$ cat config.mk
export PLATFORM = sky130hd
export DESIGN_NAME = switch_out_arbiter
export DESIGN_NICKNAME = d
export VERILOG_FILES = /design/src/rtl/switch_pkg.sv /design/src/rtl/sw_out_fifo.sv /design/src/rtl/switch_out_arbiter.sv
export SDC_FILE = /design/constraint.sdc
export NUM_CORES = 1
export LEC_CHECK = 0
export CORE_ASPECT_RATIO = 0.5
export CORE_MARGIN = 2
export CORE_UTILIZATION = 55
export CTS_CLUSTER_DIAMETER = 30
export DETAILED_ROUTE_END_ITERATION = 6
export DONT_BUFFER_PORTS = 1
export PLACE_DENSITY = 0.7
export SYNTH_ARGS = -nofsm -noshare
export SYNTH_HDL_FRONTEND = slang
export SYNTH_SLANG_ARGS = --single-unit
export TNS_END_PERCENT = 5
$ cat constraint.sdc
create_clock -name clk -period 5.55 [get_ports clk]
set_input_delay 0.555 -clock clk [delete_from_list [all_inputs] [get_ports clk]]
set_output_delay 0.555 -clock clk [all_outputs]
set_load 0.05 [all_outputs]
$ cat src/rtl/switch_pkg.sv
// rtl/switch_pkg.sv - shared FSM encoding and width helpers for the switch output arbiter
package switch_pkg;

  typedef enum logic [1:0] {
    IDLE  = 2'd0,
    DRAIN = 2'd1,
    FLUSH = 2'd2
  } arb_state_e;

  // Port index width; a single-port build still carries a 1-bit id.
  function automatic int id_width(input int num_ports);
    return (num_ports > 1) ? $clog2(num_ports) : 1;
  endfunction

  // Buffer pointer width; depth is a power of two, so pointers wrap naturally.
  function automatic int ptr_width(input int depth);
    return (depth > 1) ? $clog2(depth) : 1;
  endfunction

  // Occupancy width must also hold the value "depth" itself.
  function automatic int cnt_width(input int depth);
    return $clog2(depth + 1);
  endfunction

  // Burst counter must be able to reach max_burst.
  function automatic int burst_width(input int max_burst);
    return $clog2(max_burst + 1);
  endfunction

endpackage

$ cat src/rtl/sw_out_fifo.sv
// rtl/sw_out_fifo.sv - circular output buffer with push/pop, occupancy count and full/empty flags
module sw_out_fifo
  import switch_pkg::*;
#(
  parameter int  WIDTH = 8,
  parameter int  DEPTH = 4,
  localparam int CNT_W = cnt_width(DEPTH)
) (
  input  logic             clk,
  input  logic             rst,
  input  logic             push,
  input  logic [WIDTH-1:0] push_data,
  input  logic             pop,
  output logic [WIDTH-1:0] head_data,
  output logic [CNT_W-1:0] count,
  output logic             full,
  output logic             empty
);

  localparam int PTR_W = ptr_width(DEPTH);

  logic [WIDTH-1:0] mem [DEPTH];
  logic [PTR_W-1:0] head_q;
  logic [PTR_W-1:0] tail_q;
  logic [CNT_W-1:0] count_q;
  logic             do_push;
  logic             do_pop;

  assign full  = (count_q == CNT_W'(DEPTH));
  assign empty = (count_q == '0);
  assign count = count_q;

  // A pop on an empty buffer is ignored; a push into a full buffer is only
  // accepted when a pop frees the head slot in the same cycle.
  always_comb begin
    do_pop  = pop & ~empty;
    do_push = push & (~full | do_pop);
  end

  // Storage array; contents need no reset because count gates visibility.
  always_ff @(posedge clk) begin
    if (do_push) begin
      mem[tail_q] <= push_data;
    end
  end

  // Pointer and occupancy bookkeeping.
  always_ff @(posedge clk) begin
    if (rst) begin
      head_q  <= '0;
      tail_q  <= '0;
      count_q <= '0;
    end else begin
      if (do_push) begin
        tail_q <= tail_q + PTR_W'(1);
      end
      if (do_pop) begin
        head_q <= head_q + PTR_W'(1);
      end
      case ({do_push, do_pop})
        2'b10:   count_q <= count_q + CNT_W'(1);
        2'b01:   count_q <= count_q - CNT_W'(1);
        default: count_q <= count_q;
      endcase
    end
  end

  assign head_data = mem[head_q];

endmodule

$ cat src/rtl/switch_out_arbiter.sv
// rtl/switch_out_arbiter.sv - round-robin burst drain of switch output ports into an output buffer
module switch_out_arbiter
  import switch_pkg::*;
#(
  parameter int  NUM_OF_PORTS = 4,
  parameter int  WORD_WIDTH   = 8,
  parameter int  BUF_DEPTH    = 4,
  parameter int  MAX_BURST    = 16,
  localparam int ID_W         = id_width(NUM_OF_PORTS)
) (
  input  logic                             clk,
  input  logic                             rst_n,
  input  logic [NUM_OF_PORTS-1:0]          port_ready,
  input  logic [NUM_OF_PORTS*WORD_WIDTH-1:0] port_out,
  input  logic                             read_out,
  output logic [NUM_OF_PORTS-1:0]          port_read,
  output logic [WORD_WIDTH-1:0]            out_data,
  output logic [ID_W-1:0]                  out_port_id,
  output logic                             out_valid,
  input  logic                             out_ready,
  output logic                             err
);

  localparam int BURST_W = burst_width(MAX_BURST);
  localparam int CNT_W   = cnt_width(BUF_DEPTH);
  localparam int ENTRY_W = ID_W + WORD_WIDTH;

  // rst_n is an active-high reset despite its name.
  logic rst;
  assign rst = rst_n;

  arb_state_e         state_q;
  arb_state_e         state_d;
  logic [ID_W-1:0]    grant_q;
  logic [ID_W-1:0]    last_grant_q;
  logic [ID_W-1:0]    next_grant;
  logic               any_ready;
  logic               grant_ready;
  logic [BURST_W-1:0] burst_cnt_q;
  logic               burst_done;
  logic               rd_q;
  logic [ID_W-1:0]    id_q;
  logic               err_q;
  logic               read_en;

  logic [CNT_W-1:0]   fifo_count;
  logic               fifo_full;
  logic               fifo_empty;
  logic [ENTRY_W-1:0] push_entry;
  logic [ENTRY_W-1:0] head_entry;
  logic               push;
  logic               pop;
  logic               drop;

  assign any_ready   = |port_ready;
  assign grant_ready = port_ready[grant_q];
  assign burst_done  = (int'(burst_cnt_q) == MAX_BURST);

  // Round-robin search: first ready port after last_grant, wrapping around.
  // Walking offsets from farthest to nearest lets the nearest hit win.
  always_comb begin
    next_grant = last_grant_q;
    for (int i = NUM_OF_PORTS; i >= 1; i--) begin
      if (port_ready[(int'(last_grant_q) + i) % NUM_OF_PORTS]) begin
        next_grant = ID_W'((int'(last_grant_q) + i) % NUM_OF_PORTS);
      end
    end
  end

  // Read strobe: only the granted port, and only while the burst has room and
  // the buffer can take this word on top of any word already in flight.
  always_comb begin
    read_en = 1'b0;
    if (!rst && state_q == DRAIN && grant_ready && int'(burst_cnt_q) < MAX_BURST &&
        (int'(fifo_count) + int'(rd_q)) < BUF_DEPTH) begin
      read_en = 1'b1;
    end
    for (int k = 0; k < NUM_OF_PORTS; k++) begin
      port_read[k] = read_en && (int'(grant_q) == k);
    end
  end

  // Next-state logic.
  always_comb begin
    state_d = state_q;
    case (state_q)
      IDLE:    if (any_ready) state_d = DRAIN;
      DRAIN:   if (!grant_ready || burst_done) state_d = FLUSH;
      FLUSH:   state_d = IDLE;
      default: state_d = IDLE;
    endcase
  end

  // State register.
  always_ff @(posedge clk) begin
    if (rst) begin
      state_q <= IDLE;
    end else begin
      state_q <= state_d;
    end
  end

  // Grant and burst tracking; last_grant starts at the top so port 0 wins first.
  always_ff @(posedge clk) begin
    if (rst) begin
      grant_q      <= '0;
      last_grant_q <= ID_W'(NUM_OF_PORTS - 1);
      burst_cnt_q  <= '0;
    end else if (state_q == IDLE && any_ready) begin
      grant_q      <= next_grant;
      last_grant_q <= next_grant;
      burst_cnt_q  <= '0;
    end else if (read_en) begin
      burst_cnt_q  <= burst_cnt_q + BURST_W'(1);
    end
  end

  // Write side: accept the returning word only if we actually asked for it and
  // there is (or is about to be) room; anything else is a sticky error.
  always_comb begin
    pop        = !rst && !fifo_empty && out_ready;
    push       = read_out && rd_q && (!fifo_full || pop);
    drop       = read_out && (!rd_q || (fifo_full && !pop));
    push_entry = {id_q, port_out[int'(id_q)*WORD_WIDTH +: WORD_WIDTH]};
  end

  // In-flight read tracking and sticky error flag.
  always_ff @(posedge clk) begin
    if (rst) begin
      rd_q  <= 1'b0;
      id_q  <= '0;
      err_q <= 1'b0;
    end else begin
      rd_q <= read_en;
      if (read_en) begin
        id_q <= grant_q;
      end
      if (drop) begin
        err_q <= 1'b1;
      end
    end
  end

  sw_out_fifo #(
    .WIDTH (ENTRY_W),
    .DEPTH (BUF_DEPTH)
  ) u_fifo (
    .clk       (clk),
    .rst       (rst),
    .push      (push),
    .push_data (push_entry),
    .pop       (pop),
    .head_data (head_entry),
    .count     (fifo_count),
    .full      (fifo_full),
    .empty     (fifo_empty)
  );

  // Output view of the buffer head, forced quiet while reset is held.
  always_comb begin
    out_valid   = !rst && !fifo_empty;
    out_data    = rst ? '0 : head_entry[WORD_WIDTH-1:0];
    out_port_id = rst ? '0 : head_entry[ENTRY_W-1 -: ID_W];
    err         = err_q;
  end

endmodule
Word-level counts from Yosys, hierarchy flattened. Memory sizes are Yosys's and may differ from the RTL's. A register that Yosys moved wholly into a read port is not among the register bits. Cells that the tools add are included.

Output and inout port bits: 16. Memories: 1. Input port bits: 40. Word-level logic and storage cells: 112. Register bits after elaboration: 22. RAM bits: 40.

Memory list: u_fifo.mem (depth 4, bits a word 10, read ports 1, clocked after memory_dff 1, write ports 1, line sw_out_fifo.sv:22) `logic [WIDTH-1:0] mem [DEPTH];`.

Reduce and logical (&&, ||, !) cells: 35. Bitwise operators: 9. $lt $le $gt $ge: 7. Equality and inequality tests: 10. Multiplexer cells: 29. Shifts and indexed selects: 1. Add/sub/neg operators: 10.

Operator list (number): variable part select 32 x 6 -> 8 bit (1); 2-to-1 mux 2 bit (9); < comparator 3 x 4 -> 1 bit, second input constant (4); logical AND 1 bit (15); 2-to-1 mux 1 bit (12); binary-select mux 1 bit (select 2 bit) (5); OR reduction 2 bit (5); adder 2 x 1 -> 2 bit, second input constant (4); 2-to-1 mux 8 bit (1); equality test 2 x 1 -> 1 bit, second input constant (3); equality test 2 bit, second input constant (3); zero test 1 bit (6); case mux 3 bit (2 select lines) (1); adder 5 x 1 -> 5 bit, second input constant (1); equality test 5 bit, second input constant (1); < comparator 5 bit, second input constant (1); adder 2 bit, second input constant (2); adder 3 x 1 -> 4 bit (1); bitwise AND 1 bit, first input constant (4); zero test 2 bit (2); < comparator 4 x 3 -> 1 bit, second input constant (1); case mux 2 bit (2 select lines) (1); OR reduction 4 bit (1); adder 3 x 1 -> 3 bit, second input constant (1); 12 further kinds (16).

Longest topological paths before layout. Gate-level depths: netlist (run 1).

Depth in word-level cells: 10. Gate-level depth with buffers: 11. Depth with buffers taken out: 10.

By module. A second synthesis (run 1) with hierarchy kept.

Cells, all modules: 221. Area, all modules: 2979.1 um^2.

By module, submodules not included: sw_out_fifo (area an instance 1976.9 um^2, instances 1, seq. area each 1381.3 um^2, cells each 111); switch_out_arbiter (area an instance 1002.2 um^2, instances 1, seq. area each 300.3 um^2, cells each 110).

Least setup slack after synthesis (run 1). OpenSTA, ideal clock, no wires.

Path type: input port to output port. Start: in rst_n. End: out port_read[1]. Arrival: 2.278 ns. Path slack: 2.717 ns. Stages: 4. Data required time: 4.995 ns. Buffers on the path: 1. Path through: buf_6 -> nor3b_4 -> nand4_4 -> nor3b_1.

Word-level cells in the longest chain between the ends: 7.

RTL lines: start, declared (line switch_out_arbiter.sv:12) `input logic rst_n,`; zero test 1 bit (line switch_out_arbiter.sv:74) `if (!rst && state_q == DRAIN && grant_ready && int'(burst_cnt_q) < MAX_BURST &&`; logical AND 1 bit (4 in a row) (line switch_out_arbiter.sv:74); 2-to-1 mux 1 bit (line switch_out_arbiter.sv:74); logical AND 1 bit (line switch_out_arbiter.sv:79) `port_read[k] = read_en && (int'(grant_q) == k);`; end, declared (line switch_out_arbiter.sv:16) `output logic [NUM_OF_PORTS-1:0] port_read,`.

Every way passes these cells.

Worst setup path in the final report (run 1).
Start: reg grant_q[1]. End: out port_read[2].

Word-level cells in the longest chain between the ends: 7. Elaborated cells between the ends (all ways): 8. Classes of those cells: 1 x eq/ne; 3 x mux; 4 x reduce/logical.

RTL lines: start, declared (line switch_out_arbiter.sv:34) `logic [ID_W-1:0] grant_q;`; start signal, assigned (line switch_out_arbiter.sv:110) `grant_q <= next_grant;`; binary-select mux 1 bit (select 2 bit) (line switch_out_arbiter.sv:56) `assign grant_ready = port_ready[grant_q];`; 2-to-1 mux 1 bit (not written as such) (line switch_out_arbiter.sv:56); logical AND 1 bit (3 in a row) (line switch_out_arbiter.sv:74); 2-to-1 mux 1 bit (line switch_out_arbiter.sv:74); logical AND 1 bit (*) (line switch_out_arbiter.sv:79).

Mark *: on every way between the ends. The rest lies on a longest branch, timed or not. The select of a mux whose other input is x is not followed.

==> reports/results.txt, run 1 <==
status - finished clean
DRT iter0 DRCs - 99
CORE AREA - 5000 um2
vias in the first global route - 1650
Die Height - 55.32 um
Finished Layout Cells - 289
via count - 1683
Leakage - 0.001046 uW
final setup margin - 2.720 ns
R2R Setup Slk - 2.94 ns
WHS Endpoint - u_fifo.count[1]
Area contributors post-synth - edfxtp_1 (41%), dfxtp_1 (17%), mux4_2 (15%)
Post-Syn Nets - 257
sequential share of the synthesized area - 0.5806
worst flop-to-flop path endpoint - u_fifo.count[2]
die area - 5898 um2
io pins - 56
PD cells - 349.1 nW/um2
share of layout cells above drive strength 1 - 0.1826
vias per cell - 5.824
min cycle time layout - 2.830 ns
root buffer cell - clkbuf_8
most frequent cells in the layout - edfxtp_1 (40), dfxtp_1 (24), mux4_2 (19)
row count - 18
Crit path max-delay family - simple AND/OR/NAND/NOR gates
commonest non-fill, non-tap cell in the layout - edfxtp_1
area leader, netlist - edfxtp_1
setup tns final - 0 ns
Req. time, crit path - 4.99 ns
largest net degree at the start of global routing - 20
first-pass iteration count of the detailed router - 4
initial core utilization - 0.5793
Final #Nets - 262
ys flop type - edfxtp_1
WL/cell - 18.57 um
Crit path largest cell delay - 0.69 ns
top cell type's share of synthesized area - 0.4147
Slew Limit Fails - 0
hold path cells - 1
Slowest-stage cell, CP - nor2_1
final hold violation count - 0
Crit. End Element - primary output
Port Buffers - 0
TritonCTS buffer count - 9
initial antenna violation count - 0
Cells after Synth - 209
ys async rst share - 0
Post-Synthesis Mean Instance Area - 13.86 um2
final setup fails - 0
Max Cap Viol - 0
# diodes - 0
CTS tree - done
EDFF count, synth - 40
Synth cell types - 41
yosys warns - 0
crit-path cells - mux4_2 -> nand4_4 -> inv_2 -> nand2_1 -> nor2_1
CP Buf/Inv Count - 1
postcts setup bufs - 0
H-tree Lvls - 3
number of synthesized register bits - 64
Mapped Area - 2897 um2
worst endpoint data arrival time - 2.27 ns
RSZ-0062 raised after global routing - no
cell count of the worst reg-to-reg path - 10
final wirelength - 5367 um
Worst Max-Slew Pin Slew - 0.8862 ns
Clock transition at path regs - 0.06 ns
GR Overflow Total - 0
DIE WIDTH - 106.6 um
WS Path Type - register to primary output
f_max - 0.3534 GHz
area growth from synthesis to layout - 9.719%
Clk Latency, worst-skew pair - 0.33 ns
Peak supply drop - 0.0002093 V
worst-path fanout max - 9
Worst Skew - 0.008361 ns
Final Wtd Congestion - 0.7834
Tot GR Track Use - 0.1957
Reg-to-Reg Start - u_fifo.count[0]
CTS Hold Buffers Added - 0
Detail Placement HPWL - 3712 um
Relative slew margins - 0.4070
hold crit path type - primary input to register
Longest Clk Path Bufs - 2
clk sinks - 64
Critical Path Source Type - register
Place WS - 2.965 ns
placed cells - 273
hold wc startpoint - rst_n
Final Util - 0.6356
Crit path depth - 5
post-cts resize count - 0
first-pass GRT wire length - 8562 um
Tcrit/Tclk final - 0.5099
post-route ant nets - 0
DRC - 0
-- state kept, by name, summed over array words and instances, names as in the netlist, named ones only --
name	cells
u_fifo.count	3
id_q	2
u_fifo.tail_q	2
state_q	2
grant_q	2
burst_cnt_q	5
err	1
rd_q	1
last_grant_q	2
u_fifo.head_q	2
u_fifo.mem	40
-- power by group --
group	total (uW)	internal, uW	leakage (uW)	switching, uW
sequential	559	529	0.000562	30.2
clock	428	266	0.000104	163
combinational	122	48.8	0.000380	73.1
-- cell usage after synthesis, types with 3 or more instances --
master / instances
edfxtp_1: 40
dfxtp_1: 24
mux4_2: 19
nor2_1: 18
and2_1: 15
inv_1: 13
nand2_1: 11
a21oi_1: 7
ha_1: 7
nor3_1: 6
o21ai_0: 6
clkbuf_1: 3
mux2i_1: 3
o31ai_1: 3
-- logic make-up after synthesis --
logic type / count (synthesis) / share of synthesized area
AOI/OAI and AO/OA: 23 / 0.05270
xor gates and xnor gates: 4 / 0.01210
adders and majority gates: 8 / 0.03715
buffers and inverters: 21 / 0.03024
DFF: 64 / 0.5806
muxes: 22 / 0.1581
and+or+nand+nor: 67 / 0.1292
-- through the flow --
step	hold slack, ns	cell area, um2	power (uW)
finish	0.2880	3178	1109
global route	0.2684	3178	1152
CTS	0.2723	3178	1119
detailed placement	0.4487	2962	691.0
global placement	0.4409	2962	685.7
floorplan	0.4266	2897	665.8
-- worst max path at each step --
| stage | startpoint | to | slack, ns |
|---|---|---|---|
| 2_1_floorplan | rst_n | port_read[1] | 2.72 |
| 3_3_place_gp | out_ready | u_fifo.count[2] | 3.06 |
| 3_5_place_dp | out_ready | u_fifo.count[2] | 2.96 |
| 4_1_cts | grant_q[1] | port_read[2] | 2.71 |
| 5_1_grt | grant_q[1] | port_read[2] | 2.60 |
| 6_report | grant_q[1] | port_read[2] | 2.72 |
-- layer usage --
| layer | up-vias | part of all wire | track usage |
|---|---|---|---|
| met5 | - | 0 | 0 |
| met2 | 57 | 0.47 | 0.2957 |
| li1 | 788 | - | - |
| met4 | 0 | 0.0019 | 0.05009 |
| met1 | 836 | 0.46 | 0.2750 |
| met3 | 2 | 0.070 | 0.06730 |
-- final cells by class --
| type | count | area [um2] |
|---|---|---|
| fillers | 377 | 1822 |
| flip-flops and latches | 64 | 1682 |
| multi-input cells | 124 | 1132 |
| clock buffers | 13 | 148.9 |
| well taps | 70 | 87.58 |
| clock inverters | 3 | 67.56 |
| inverters | 14 | 52.55 |
| repair buffers | 1 | 7.507 |
No activity file was read; power rests on OpenSTA's default activity.
==> run 2, diff against run 1 <==
PLACE_DENSITY = 0.73   (was 0.7)
clock period = 2.5 ns   (was 5.55 ns; I/O delays follow)
==> run 2 against run 1 <==
  * Total power rose by 120%
  * Final area grew 2.5%
  * Final cell count increased by 2.8%
  * Via count fell by 0.83%
  * Routed wire length down 1.6%
  * First-iteration DRC count decreased by 53%
  * Worst hold slack worse by 0.25 ns
  * Critical path depth up 5
  * Sequential share of layout area decreased by 1.2 points
  * Largest cell class unchanged
==> reports/results.txt, run 2 (synthesized netlist as in run 1, its figures left out) <==
hold crit path type - primary input to register
final wirelength - 5281 um
TritonCTS buffer count - 9
vias in the first global route - 1666
DRT iter0 DRCs - 47
# diodes - 0
worst-path fanout max - 5
max reg flops - 40
area growth from synthesis to layout - 12.44%
Port Buffers - 0
root buffer cell - clkbuf_8
Req. time, crit path - 2.76 ns
Worst Max-Slew Pin Slew - 0.6016 ns
Max Cap Viol - 0
Relative slew margins - 0.5984
Die Height - 55.32 um
Longest Clk Path Bufs - 2
switch share - 0.2510
share of layout cells above drive strength 1 - 0.2291
DRC - 0
sequential power share - 0.496
final hold violation count - 0
Top reg by flops - u_fifo.mem
Final #Nets - 270
Crit. End Element - register
Post-Route M1 WL - 2451 um
met3 wire len - 310 um
P_int - 1855 uW
row count - 18
Sequential Area - 1683 um2
Critical Path Source Type - register
WL/cell - 17.78 um
min cycle time layout - 2.400 ns
Crit path largest cell delay - 0.37 ns
Detail Placement HPWL - 3604 um
H-tree Lvls - 3
initial core utilization - 0.5793
status - finished clean
Hold WS - 0.03645 ns
Clock Power Share - 0.385
Tot GR Track Use - 0.1937
CORE AREA - 5000 um2
commonest non-fill, non-tap cell in the layout - edfxtp_1
Clock transition at path regs - 0.07 ns
PD cells - 760.3 nW/um2
Clk Latency, worst-skew pair - 0.33 ns
Place WS - 0.02566 ns
crit-path cells - or2_2 -> o31ai_4 -> nor2_2 -> inv_1 -> ha_2 -> inv_1 -> fa_1 -> xor2_1 -> or3_1 -> a21oi_1
die area - 5898 um2
Peak supply drop - 0.0003586 V
initial antenna violation count - 0
# fillers - 359
CP Buf/Inv Count - 2
Worst Skew - 0.007730 ns
most frequent cells in the layout - edfxtp_1 (40), dfxtp_1 (23), mux4_2 (19)
WS Path Type - register to register
via count - 1669
Logic pwr share - 0.119
met2 wire len - 2478 um
worst endpoint data arrival time - 2.66 ns
most used cell, CP - inv_1
f_max - 0.4166 GHz
Slowest-stage cell, CP - fa_1
vias per cell - 5.620
first-pass GRT wire length - 8431 um
final setup fails - 0
area of the multi-input gates - 1151 um2
GR Overflow Total - 0
Leakage - 0.001088 uW
Final Wtd Congestion - 0.7996
first-pass iteration count of the detailed router - 4
Crit path max-delay family - simple AND/OR/NAND/NOR gates
io pins - 56
post-route ant nets - 0
CTS tree - done
Slew Limit Fails - 0
final setup margin - 0.09964 ns
switching pwr - 621.5 uW
Tcrit/Tclk final - 0.9601
DIE WIDTH - 106.6 um
clk sinks - 64
top sig layer - met4
largest net degree at the start of global routing - 16
-- run 2: final timing paths --
check / start / to / slack [ns] / cells past startpoint
worst min register to register: id_q[0] / id_q[0] / 0.48 / 2
worst max-delay path: u_fifo.count[0] / u_fifo.count[2] / 0.1 / 10
worst max register to register: u_fifo.count[0] / u_fifo.count[2] / 0.1 / 10
worst min-delay path: rst_n / state_q[0] / 0.04 / 1
-- run 2: metrics by stage --
stage / setup TNS (ns) / area (um2) / cells / util / power [uW]
floorplan: 0 / 2897 / 209 / - / 1478
global placement: 0 / 3014 / 280 / 0.6029 / 1526
detailed placement: 0 / 3014 / 280 / 0.6029 / 1535
CTS: 0 / 3242 / 297 / 0.6484 / 2482
global route: -0.0003884 / 3257 / 297 / 0.6514 / 2581
finish: 0 / 3257 / 297 / 0.6514 / 2476
-- run 2: routing by layer --
| metal | GRT usage | vias to the layer above |
|---|---|---|
| met5 | 0 | - |
| met4 | 0.04267 | 0 |
| met3 | 0.07910 | 5 |
| met2 | 0.3085 | 39 |
| met1 | 0.2530 | 819 |
| li1 | - | 806 |
-- run 2: final cells by class --
class	instances	area share
timing repair buffer	9	0.02151
inverter	14	0.01614
clock buffer	11	0.04034
multi-input combinational	124	0.3534
sequential	64	0.5167
tap	70	0.02689
clock inverter	5	0.02497
-- run 2: timing repair --
action / CTS / global route
hold buffers: 1 / 0
endpoints found under the hold margin: 12 / 0
resized for setup: 1 / 4
setup endpoints to repair: 1 / 1
buffers inserted: 0 / 0
-- run 2: power groups by stage --
| stage | sequential (uW) | combinational [uW] | clock [uW] |
|---|---|---|---|
| finish | 1230 | 294 | 953 |
| global route | 1240 | 326 | 1020 |
| CTS | 1230 | 292 | 962 |
| detailed placement | 1250 | 285 | 0 |
| global placement | 1250 | 278 | 0 |
| floorplan | 1240 | 242 | 0 |
